### src/rtl/uart_rx_apb_ctrl.sv
`timescale 1ns/1ps
// -----------------------------------------------------------------------------
// uart_rx_apb_ctrl
// APB slave front end for the UART receiver core. It enables the receiver,
// captures every completed byte into a small FIFO and hands bytes back on APB
// reads. A DATA read that finds the FIFO empty is stalled with PREADY wait
// states until a byte arrives or the read timeout expires.
//
// Ports
//   PCLK, PRESETn      clock (rising edge) and synchronous active-low reset
//   PSEL, PENABLE      APB select / access-phase enable
//   PWRITE, PADDR      transfer direction and byte address
//   PWDATA             write data
//   PRDATA             read data, meaningful while PREADY=1
//   PREADY, PSLVERR    transfer complete / error response
//   rx_done_i          receiver byte-complete flag (rising edge pushes a byte)
//   rx_byte_i          receiver parallel byte, captured on the push edge
//   rx_en_o            receiver enable (CTRL.RXEN)
//   irq_o              registered interrupt: IRQEN & (NEMPTY | OVR)
//
// Register map
//   0x00 DATA    R: pop FIFO head            W: error, no effect
//   0x04 STATUS  R: {5'b0, OVR, FULL, NEMPTY} W: bit2=1 clears OVR
//   0x08 CTRL    R/W: bit0 RXEN, bit1 IRQEN; bit2 FLUSH (write-1, reads 0)
//   other        error response, reads 0, no side effects
// -----------------------------------------------------------------------------
module uart_rx_apb_ctrl #(
   parameter int FIFO_DEPTH = 4,
   parameter int RD_TIMEOUT = 16
) (
   input  logic       PCLK,
   input  logic       PRESETn,
   input  logic       PSEL,
   input  logic       PENABLE,
   input  logic       PWRITE,
   input  logic [7:0] PADDR,
   input  logic [7:0] PWDATA,
   output logic [7:0] PRDATA,
   output logic       PREADY,
   output logic       PSLVERR,
   input  logic       rx_done_i,
   input  logic [7:0] rx_byte_i,
   output logic       rx_en_o,
   output logic       irq_o
);

   localparam int PTR_W = (FIFO_DEPTH > 1) ? $clog2(FIFO_DEPTH) : 1;
   localparam int CNT_W = $clog2(FIFO_DEPTH + 1);
   localparam int WC_W  = $clog2(RD_TIMEOUT + 1);

   localparam logic [CNT_W-1:0] DEPTH_C = CNT_W'(FIFO_DEPTH);
   localparam logic [WC_W-1:0]  TMO_C   = WC_W'(RD_TIMEOUT);

   localparam logic [7:0] ADDR_DATA   = 8'h00;
   localparam logic [7:0] ADDR_STATUS = 8'h04;
   localparam logic [7:0] ADDR_CTRL   = 8'h08;

   typedef enum logic [1:0] {
      ST_IDLE    = 2'd0,
      ST_SETUP   = 2'd1,
      ST_ACCESS  = 2'd2,
      ST_WAIT_RX = 2'd3
   } state_t;

   state_t            state_r;
   state_t            state_nxt_s;
   logic [WC_W-1:0]   wcnt_r;
   logic              wcnt_clr_s;
   logic              wcnt_inc_s;

   logic              rxen_r;
   logic              irqen_r;
   logic              ovr_r;
   logic              irq_r;
   logic              rx_done_q_r;

   logic [7:0]        mem_r [FIFO_DEPTH];
   logic [PTR_W-1:0]  wr_ptr_r;
   logic [PTR_W-1:0]  rd_ptr_r;
   logic [CNT_W-1:0]  count_r;

   logic              nempty_s;
   logic              full_s;
   logic [7:0]        head_s;
   logic [7:0]        status_s;
   logic [7:0]        ctrl_s;
   logic              rx_rise_s;
   logic              push_s;
   logic              push_ok_s;
   logic              overrun_s;
   logic              pop_s;
   logic              flush_s;
   logic              wr_status_s;
   logic              wr_ctrl_s;
   logic              pready_s;
   logic              pslverr_s;
   logic [7:0]        prdata_s;
   logic              unused_pwdata_s;

   assign nempty_s  = (count_r != {CNT_W{1'b0}});
   assign full_s    = (count_r == DEPTH_C);
   assign head_s    = mem_r[rd_ptr_r];
   assign status_s  = {5'b00000, ovr_r, full_s, nempty_s};
   assign ctrl_s    = {6'b000000, irqen_r, rxen_r};

   // Only the first edge of a long rx_done_i level produces a push.
   assign rx_rise_s = rx_done_i & ~rx_done_q_r;
   assign push_s    = rx_rise_s & rxen_r;
   assign flush_s   = wr_ctrl_s & PWDATA[2];
   // A push into a full FIFO still fits when the head leaves in the same cycle.
   assign push_ok_s = push_s & (~full_s | pop_s);
   // Flush discards the incoming byte outright, so it never counts as an overrun.
   assign overrun_s = push_s & full_s & ~pop_s & ~flush_s;

   assign unused_pwdata_s = ^PWDATA[7:3];

   assign PREADY  = pready_s;
   assign PSLVERR = pslverr_s;
   assign PRDATA  = prdata_s;
   assign rx_en_o = rxen_r;
   assign irq_o   = irq_r;

   // Bus FSM: next state, combinational APB response and register strobes.
   always_comb begin
      state_nxt_s = state_r;
      pready_s    = 1'b0;
      pslverr_s   = 1'b0;
      prdata_s    = 8'h00;
      pop_s       = 1'b0;
      wr_status_s = 1'b0;
      wr_ctrl_s   = 1'b0;
      wcnt_clr_s  = 1'b0;
      wcnt_inc_s  = 1'b0;
      case (state_r)
         ST_IDLE: begin
            if (PSEL && !PENABLE) begin
               state_nxt_s = ST_SETUP;
            end else begin
               state_nxt_s = ST_IDLE;
            end
         end
         ST_SETUP: begin
            if (!PSEL) begin
               state_nxt_s = ST_IDLE;
            end else if (PENABLE) begin
               state_nxt_s = ST_ACCESS;
            end else begin
               state_nxt_s = ST_SETUP;
            end
         end
         ST_ACCESS: begin
            if (!PSEL) begin
               state_nxt_s = ST_IDLE;
            end else if (!PWRITE && (PADDR == ADDR_DATA) && !nempty_s) begin
               // Nothing to return yet: hold the bus until a byte shows up.
               state_nxt_s = ST_WAIT_RX;
               wcnt_clr_s  = 1'b1;
            end else begin
               state_nxt_s = ST_IDLE;
               pready_s    = 1'b1;
               case (PADDR)
                  ADDR_DATA: begin
                     if (PWRITE) begin
                        pslverr_s = 1'b1;
                     end else begin
                        prdata_s = head_s;
                        pop_s    = 1'b1;
                     end
                  end
                  ADDR_STATUS: begin
                     if (PWRITE) begin
                        wr_status_s = 1'b1;
                     end else begin
                        prdata_s = status_s;
                     end
                  end
                  ADDR_CTRL: begin
                     if (PWRITE) begin
                        wr_ctrl_s = 1'b1;
                     end else begin
                        prdata_s = ctrl_s;
                     end
                  end
                  default: begin
                     pslverr_s = 1'b1;
                  end
               endcase
            end
         end
         ST_WAIT_RX: begin
            if (!PSEL) begin
               state_nxt_s = ST_IDLE;
            end else if (nempty_s) begin
               state_nxt_s = ST_IDLE;
               pready_s    = 1'b1;
               prdata_s    = head_s;
               pop_s       = 1'b1;
            end else if (wcnt_r == TMO_C) begin
               state_nxt_s = ST_IDLE;
               pready_s    = 1'b1;
               pslverr_s   = 1'b1;
            end else begin
               state_nxt_s = ST_WAIT_RX;
               wcnt_inc_s  = 1'b1;
            end
         end
         default: begin
            state_nxt_s = ST_IDLE;
         end
      endcase
   end

   // FSM state register and read-stall wait counter.
   always_ff @(posedge PCLK) begin
      if (!PRESETn) begin
         state_r <= ST_IDLE;
         wcnt_r  <= {WC_W{1'b0}};
      end else begin
         state_r <= state_nxt_s;
         if (wcnt_clr_s) begin
            wcnt_r <= {WC_W{1'b0}};
         end else if (wcnt_inc_s) begin
            wcnt_r <= wcnt_r + WC_W'(1);
         end
      end
   end

   // Control/status registers, rx_done_i edge detector and interrupt output.
   always_ff @(posedge PCLK) begin
      if (!PRESETn) begin
         rxen_r      <= 1'b0;
         irqen_r     <= 1'b0;
         ovr_r       <= 1'b0;
         irq_r       <= 1'b0;
         rx_done_q_r <= 1'b0;
      end else begin
         rx_done_q_r <= rx_done_i;
         irq_r       <= irqen_r & (nempty_s | ovr_r);
         if (wr_ctrl_s) begin
            rxen_r  <= PWDATA[0];
            irqen_r <= PWDATA[1];
         end
         // A fresh overrun in the clearing cycle wins so it is never lost.
         if (overrun_s) begin
            ovr_r <= 1'b1;
         end else if (wr_status_s && PWDATA[2]) begin
            ovr_r <= 1'b0;
         end
      end
   end

   // Receive FIFO storage, pointers and occupancy count.
   always_ff @(posedge PCLK) begin
      if (!PRESETn) begin
         for (int i = 0; i < FIFO_DEPTH; i++) begin
            mem_r[i] <= 8'h00;
         end
         wr_ptr_r <= {PTR_W{1'b0}};
         rd_ptr_r <= {PTR_W{1'b0}};
         count_r  <= {CNT_W{1'b0}};
      end else if (flush_s) begin
         wr_ptr_r <= {PTR_W{1'b0}};
         rd_ptr_r <= {PTR_W{1'b0}};
         count_r  <= {CNT_W{1'b0}};
      end else begin
         if (push_ok_s) begin
            mem_r[wr_ptr_r] <= rx_byte_i;
            wr_ptr_r        <= wr_ptr_r + PTR_W'(1);
         end
         if (pop_s) begin
            rd_ptr_r <= rd_ptr_r + PTR_W'(1);
         end
         if (push_ok_s && !pop_s) begin
            count_r <= count_r + CNT_W'(1);
         end else if (pop_s && !push_ok_s) begin
            count_r <= count_r - CNT_W'(1);
         end
      end
   end

endmodule

### config.mk
export PLATFORM = sky130hd
export DESIGN_NAME = uart_rx_apb_ctrl
export DESIGN_NICKNAME = d
export VERILOG_FILES = /design/src/rtl/uart_rx_apb_ctrl.sv
export SDC_FILE = /design/constraint.sdc
export NUM_CORES = 1
export LEC_CHECK = 0
export CORE_AREA = 2 2 70 72
export CTS_BUF_LIST = sky130_fd_sc_hd__clkbuf_4 sky130_fd_sc_hd__clkbuf_8
export DETAILED_ROUTE_END_ITERATION = 6
export DIE_AREA = 0 0 72 74
export GPL_TIMING_DRIVEN = 0
export PLACE_DENSITY = 0.86
export SLEW_MARGIN = 20
export SYNTH_ARGS = -nofsm -noshare
export SYNTH_HDL_FRONTEND = slang
export SYNTH_SLANG_ARGS = --single-unit
### constraint.sdc
create_clock -name PCLK -period 4.65 [get_ports PCLK]
set_input_delay 0.465 -clock PCLK [delete_from_list [all_inputs] [get_ports PCLK]]
set_output_delay 0.465 -clock PCLK [all_outputs]
set_load 0.02 [all_outputs]
Yosys cells after proc, flatten, opt, wreduce, memory -nomap -nowiden
Memories as Yosys holds them, arrays and structs flattened. A register that Yosys moved wholly into a read port is not among the register bits.
Cells that the tools add are included.
Word-level totals
  register bits: 19
  bits in latches: 0
  RAM bits: 32
  memory bits (read-only): 0
  output and inout bits: 12
  logic and storage cells: 125
  memories: 1
Memory list
  mem_r: depth 4, bits a word 8, rd ports 1, clocked after Yosys merged registers in 1, wr ports 4, RTL line 77  | logic [7:0] mem_r [FIFO_DEPTH];
Cells by class
  add/subtract/negate cells: 5
  multiply operators: 0
  divide/modulo/power cells: 0
  magnitude comparators: 0
  eq/ne operators: 7
  shifts and indexed selects: 0
  muxes and demuxes: 67
  bitwise logic cells: 15
  reductions and logical operators: 20
Operator list (number)
  $mux 8: 6
  $mux 1: 40
  $pmux 8 s3: 1
  $mux 2: 11
  $pmux 8 s2: 1
  $mux 3: 3
  $and 1x1->1: 8
  $eq 8x3->1 const B: 1
  $eq 8x4->1 const B: 1
  $logic_not 8->1: 1
  $pmux 1 s2: 4
  $pmux 2 s4: 1
  $reduce_or 8->1: 1
  $logic_and 1x1->1: 6
  $reduce_or 2->1: 3
  $add 5x1->5 const B: 1
  $eq 5x5->1 const B: 1
  $logic_not 1->1: 5
  $not 1->1: 5
  $add 2x1->2 const B: 2
  $eq 2x2->1 const B: 2
  $reduce_bool 2->1: 2
  $add 3x1->3 const B: 1
  $eq 3x3->1 const B: 1
  5 further kinds: 6

Depth between registers and ports, before layout
  depth in word-level cells: 14
  mapped depth: 12
  gate-level depth less buffers: 10

Worst setup path after synthesis
Ideal clock, no wire load.
  kind: input to register
  from: input port PADDR[5]
  to: register count_r[2]
  data arrival time: 2759 ps
  required time: 4535 ps
  slack: 1775 ps
  stages on the path: 12
  buffers on the path: 2
  cell sequence: or4_4 o311a_1 nor2_2 buf_4 buf_6 ha_1 inv_1 fa_1 xor2_1 nor2_1 xnor2_1 nor2_1
Between the ends
  cells in the longest elaborated chain, start to end: 11
RTL lines
  from (decl): RTL line 36  | input logic [7:0] PADDR,
  $logic_not 8->1 (*): RTL line 154, 161
  $logic_and 1x1->1 (2 in a row): RTL line 154  | end else if (!PWRITE && (PADDR == ADDR_DATA) && !nempty_s) begin
  $mux 1 (*): RTL line 154
  $mux 1 (*): RTL line 152  | if (!PSEL) begin
  $pmux 1 s2 (*): RTL line 134  | case (state_r)
  $or 1x1->1 (*): RTL line 111  | assign push_ok_s = push_s & (~full_s | pop_s);
  $and 1x1->1 (*): RTL line 111
  via push_ok_s: RTL line 89  | logic push_ok_s;
  $logic_not 1->1: RTL line 275  | end else if (pop_s && !push_ok_s) begin
  $logic_and 1x1->1: RTL line 275
  $reduce_bool 2->1 (no source line)
  to (signal assigned): RTL line 264  | count_r <= {CNT_W{1'b0}};
  to (signal assigned): RTL line 274  | count_r <= count_r + CNT_W'(1);
  to (signal assigned): RTL line 276  | count_r <= count_r - CNT_W'(1);
  to (decl): RTL line 80  | logic [CNT_W-1:0] count_r;
Mark *: on every way through the listed nets, which the timed path passes. The rest lies on a longest branch.
A chain may end at the register's enable or synchronous reset.

Worst setup path after layout
  from: input port PADDR[5]
  to: output port PRDATA[1]
Between the ends
  cells in the longest elaborated chain, start to end: 6
RTL lines
  branches (longest 3 deep; another with $eq 8x4->1)
  $mux 8 (*): RTL line 154
  $mux 8 (*): RTL line 152
  $pmux 8 s2 (*): RTL line 134
  to (decl): RTL line 38  | output logic [7:0] PRDATA,
Mark *: on every way between the ends.

==> summary.md <==
| Metric | Value |
|---|---|
| Status | complete, no violations |
| CTS tree | yes |
| Final worst-path cycle share | 77.3% |
| Die area | 0.00533 mm² |
| CTS Root Cell | clkbuf_8 |
| # clock sinks | 53 |
| Yosys warning count | 0 |
| Power Dens Cells | 276 mW/mm² |
| Post-synthesis cell type with the largest combined area | edfxtp_1 |
| Final Hold Vio Count | 0 |
| Num CTS Buffers | 5 |
| Cts repair resizes | 0 |
| GRT Total Usage | 22.7% |
| Hold buffer count at cts | 0 |
| WL per Instance | 17.8 µm |
| # setup viols final | 0 |
| Placed inst area | 0.00309 mm² |
| Sequential element share of the synthesized area | 52.0% |
| Chip height | 74 µm |
| Vias | 1,936 |
| Final Cell Area | 0.00320 mm² |
| Max VDD drop | 0.000304 V |
| Setup TNS | 0 ns |
| Crit path capture type | output pin |
| IO Port Bufs | 35 |
| Worst path bufs/invs | 2 |
| EDFF count, synth | 32 |
| RSZ-0062 raised after global routing | false |
| HP Class | reg2reg |
| Largest delay contributor family on the critical path | simple AND/OR/NAND/NOR gates |
| Gr ovfl total | 0 |
| First-pass GRT wire length | 9.02 mm |
| Minimum clock period | 3.59 ns |
| Area grow syn2layout | 20.5% |
| Most used DFF post-synth | edfxtp_1 |
| DR pass1 iterations | 5 |
| DR iter-0 viols | 151 |
| Starting Density | 57.8% |
| Worst slew margin | 43.1% |
| Final ANT Viol Nets | 0 |
| Drt total wl | 5.78 mm |
| Final GP Congestion | 0.858 |
| Largest net degree at the start of global routing | 19 |
| Clock Latency Late Sink | 0.31 ns |
| Share of the synthesized area in the top cell type | 36.2% |
| H-tree levels | 2 |
| Synth async-reset ratio | 0% |
| Synth top cells by count | edfxtp_1, and3_1, dfxtp_1 |
| # DRC | 0 |
| Netlist cell types | 50 |
| Rows | 25 |
| Yosys reg bits | 53 |
| Cell repeated most along the worst path | clkdlybuf4s50_1 |
| Required time worst endpoint | 4.18 ns |
| Vias/cell | 5.98 |
| Max-cap viol count | 0 |
| Leak | 1.32 nW |
| Core Area | 0.00460 mm² |
| Final design utilization | 69.6% |
| CP max FO | 5 |
| # IOs | 42 |
| Layout Nets | 303 |
| CP max stage cell | clkdlybuf4s50_1 |
| Hpwl dp | 4.06 mm |
| Syn Area/Cell | 11.7 µm² |
| Antenna diode count | 0 |
| Largest cells by area after synthesis | edfxtp_1, dfxtp_1, and3_1 |
| Chip Width | 72 µm |
| Vias in the first global route | 1,937 |
| Clk_skew | 0.0134 ns |
| Final Max Slew Viols | 0 |
| Clock tree buffer depth | 2 |
| Startpoint class of the critical path | input port |
| Reg clk slew, reported paths | 0.10 ns |
| Worst Path Class, Setup | in2out |
| Final-layout fill cell count | 343 |
| Layout cells sized above 1 | 13.0% |
| Count leader, synth | edfxtp_1 |
| Crit-path cells | clkdlybuf4s50_1 > or4_4 > nor3_1 > o311ai_0 > o21ai_0 > clkdlybuf4s50_1 |
| Max stage delay on crit path | 0.63 ns |
| Post-Syn Instances | 227 |
| Initial antenna violation count | 0 |
| Synthesized cell area | 0.00266 mm² |
| Post-Syn Nets | 261 |
| Worst Path Arrival | 3.13 ns |
| Max Freq | 0.278 GHz |
| Slew @ Worst Pin | 0.849 ns |
| Post-CTS Setup Inserts | 0 |
-- metrics by stage --
step                std cells  setup slack, ns  power (mW)  hold slack, ns
finish                    324             1.06       0.885           0.479
floorplan                 227             1.78       0.539           0.442
global placement          316             1.13       0.570           0.463
global route              324            0.863       0.907           0.505
detailed placement        316             1.10       0.572           0.463
CTS                       324             1.11       0.888           0.478
-- routing by layer --
metal  GRT usage [%]  vias to the layer above  part of all wire [%]
met1            27.6                      910                    41
met5               0                        -                     0
met2            40.0                       88                    49
met3            5.83                       14                   8.4
met4            7.13                        0                   2.1
li1                -                      924                     -
-- placed cells by master (no fill, tap or decap), types with 2 or more instances in the layout --
cell,count
and2_1,10
a21oi_1,3
nor2_1,20
and3_1,29
nor2_2,2
nand3b_1,2
buf_6,3
clkbuf_1,4
buf_2,3
nand4_1,2
xnor2_1,3
inv_6,2
clkdlybuf4s50_1,35
xor2_1,7
dfxtp_1,21
mux2i_1,4
o311a_1,2
edfxtp_1,32
inv_1,7
buf_4,2
nor2b_1,2
o21ai_0,5
or3_1,2
nand2_1,11
nand3_1,6
or3b_2,2
ha_1,3
clkbuf_8,5
mux4_2,8
a21o_1,3
a31oi_1,3
nand2b_1,4
-- worst reg2reg max path, stage by stage, from the launching register on --
cell and delay, ns:
dfxtp_1 0.46, nand2_1 0.19, o311a_1 0.18, nor2_2 0.17
buf_4 0.20, buf_6 0.16, ha_1 0.19, inv_1 0.06
fa_1 0.37, xor2_1 0.15, nor2_1 0.13, xnor2_1 0.16
nor2_1 0.08
-- worst paths after layout --
check        startpoint    endpoint  slack, ns  depth (start not counted)
max            PADDR[5]   PRDATA[1]       1.06                          6
min             irqen_r       irq_o       0.48                          1
max reg2reg  state_r[1]  count_r[2]       2.04                         12
min reg2reg     irqen_r       irq_o       0.48                          1
-- registers in the layout, summed over array words and instances (netlist names), 2 cells and up, named ones only --
signal,count
count_r,3
mem_r,32
rd_ptr_r,2
state_r,2
wcnt_r,5
wr_ptr_r,2
-- layout make-up --
cell class	instances	area (µm²)	share of cell area, %
Timing Repair Buffer	35	350	10.9
Clock inverter	3	47.5	1.48
Tap cell	54	67.6	2.11
Multi-Input combinational cell	155	1180	36.9
Clock buffer	5	68.8	2.15
Inverter	7	26.3	0.821
Sequential cell	53	1380	43.1
Buffer	12	78.8	2.46
-- report_power, final --
part / switching, mW / leakage, nW / total [mW] / internal [mW]
clock network: 0.159 / 0.0591 / 0.323 / 0.164
logic: 0.0256 / 0.762 / 0.0524 / 0.0268
registers: 0.00336 / 0.500 / 0.509 / 0.506
total: 0.188 / 1.32 / 0.885 / 0.697
-- kinds of logic (layout without fill, tap and decap cells) --
group | count (synthesis) | after routing | synth area share [%]
and+or+nand+nor | 104 | 104 | 23.5
DFF | 53 | 53 | 52.0
AOI/OAI and AO/OA | 25 | 25 | 6.78
buffers and inverters | 19 | 62 | 3.96
muxes | 12 | 12 | 8.29
xor gates and xnor gates | 10 | 10 | 3.30
adders and majority gates | 4 | 4 | 2.17
No activity file was read; power rests on OpenSTA's default activity.
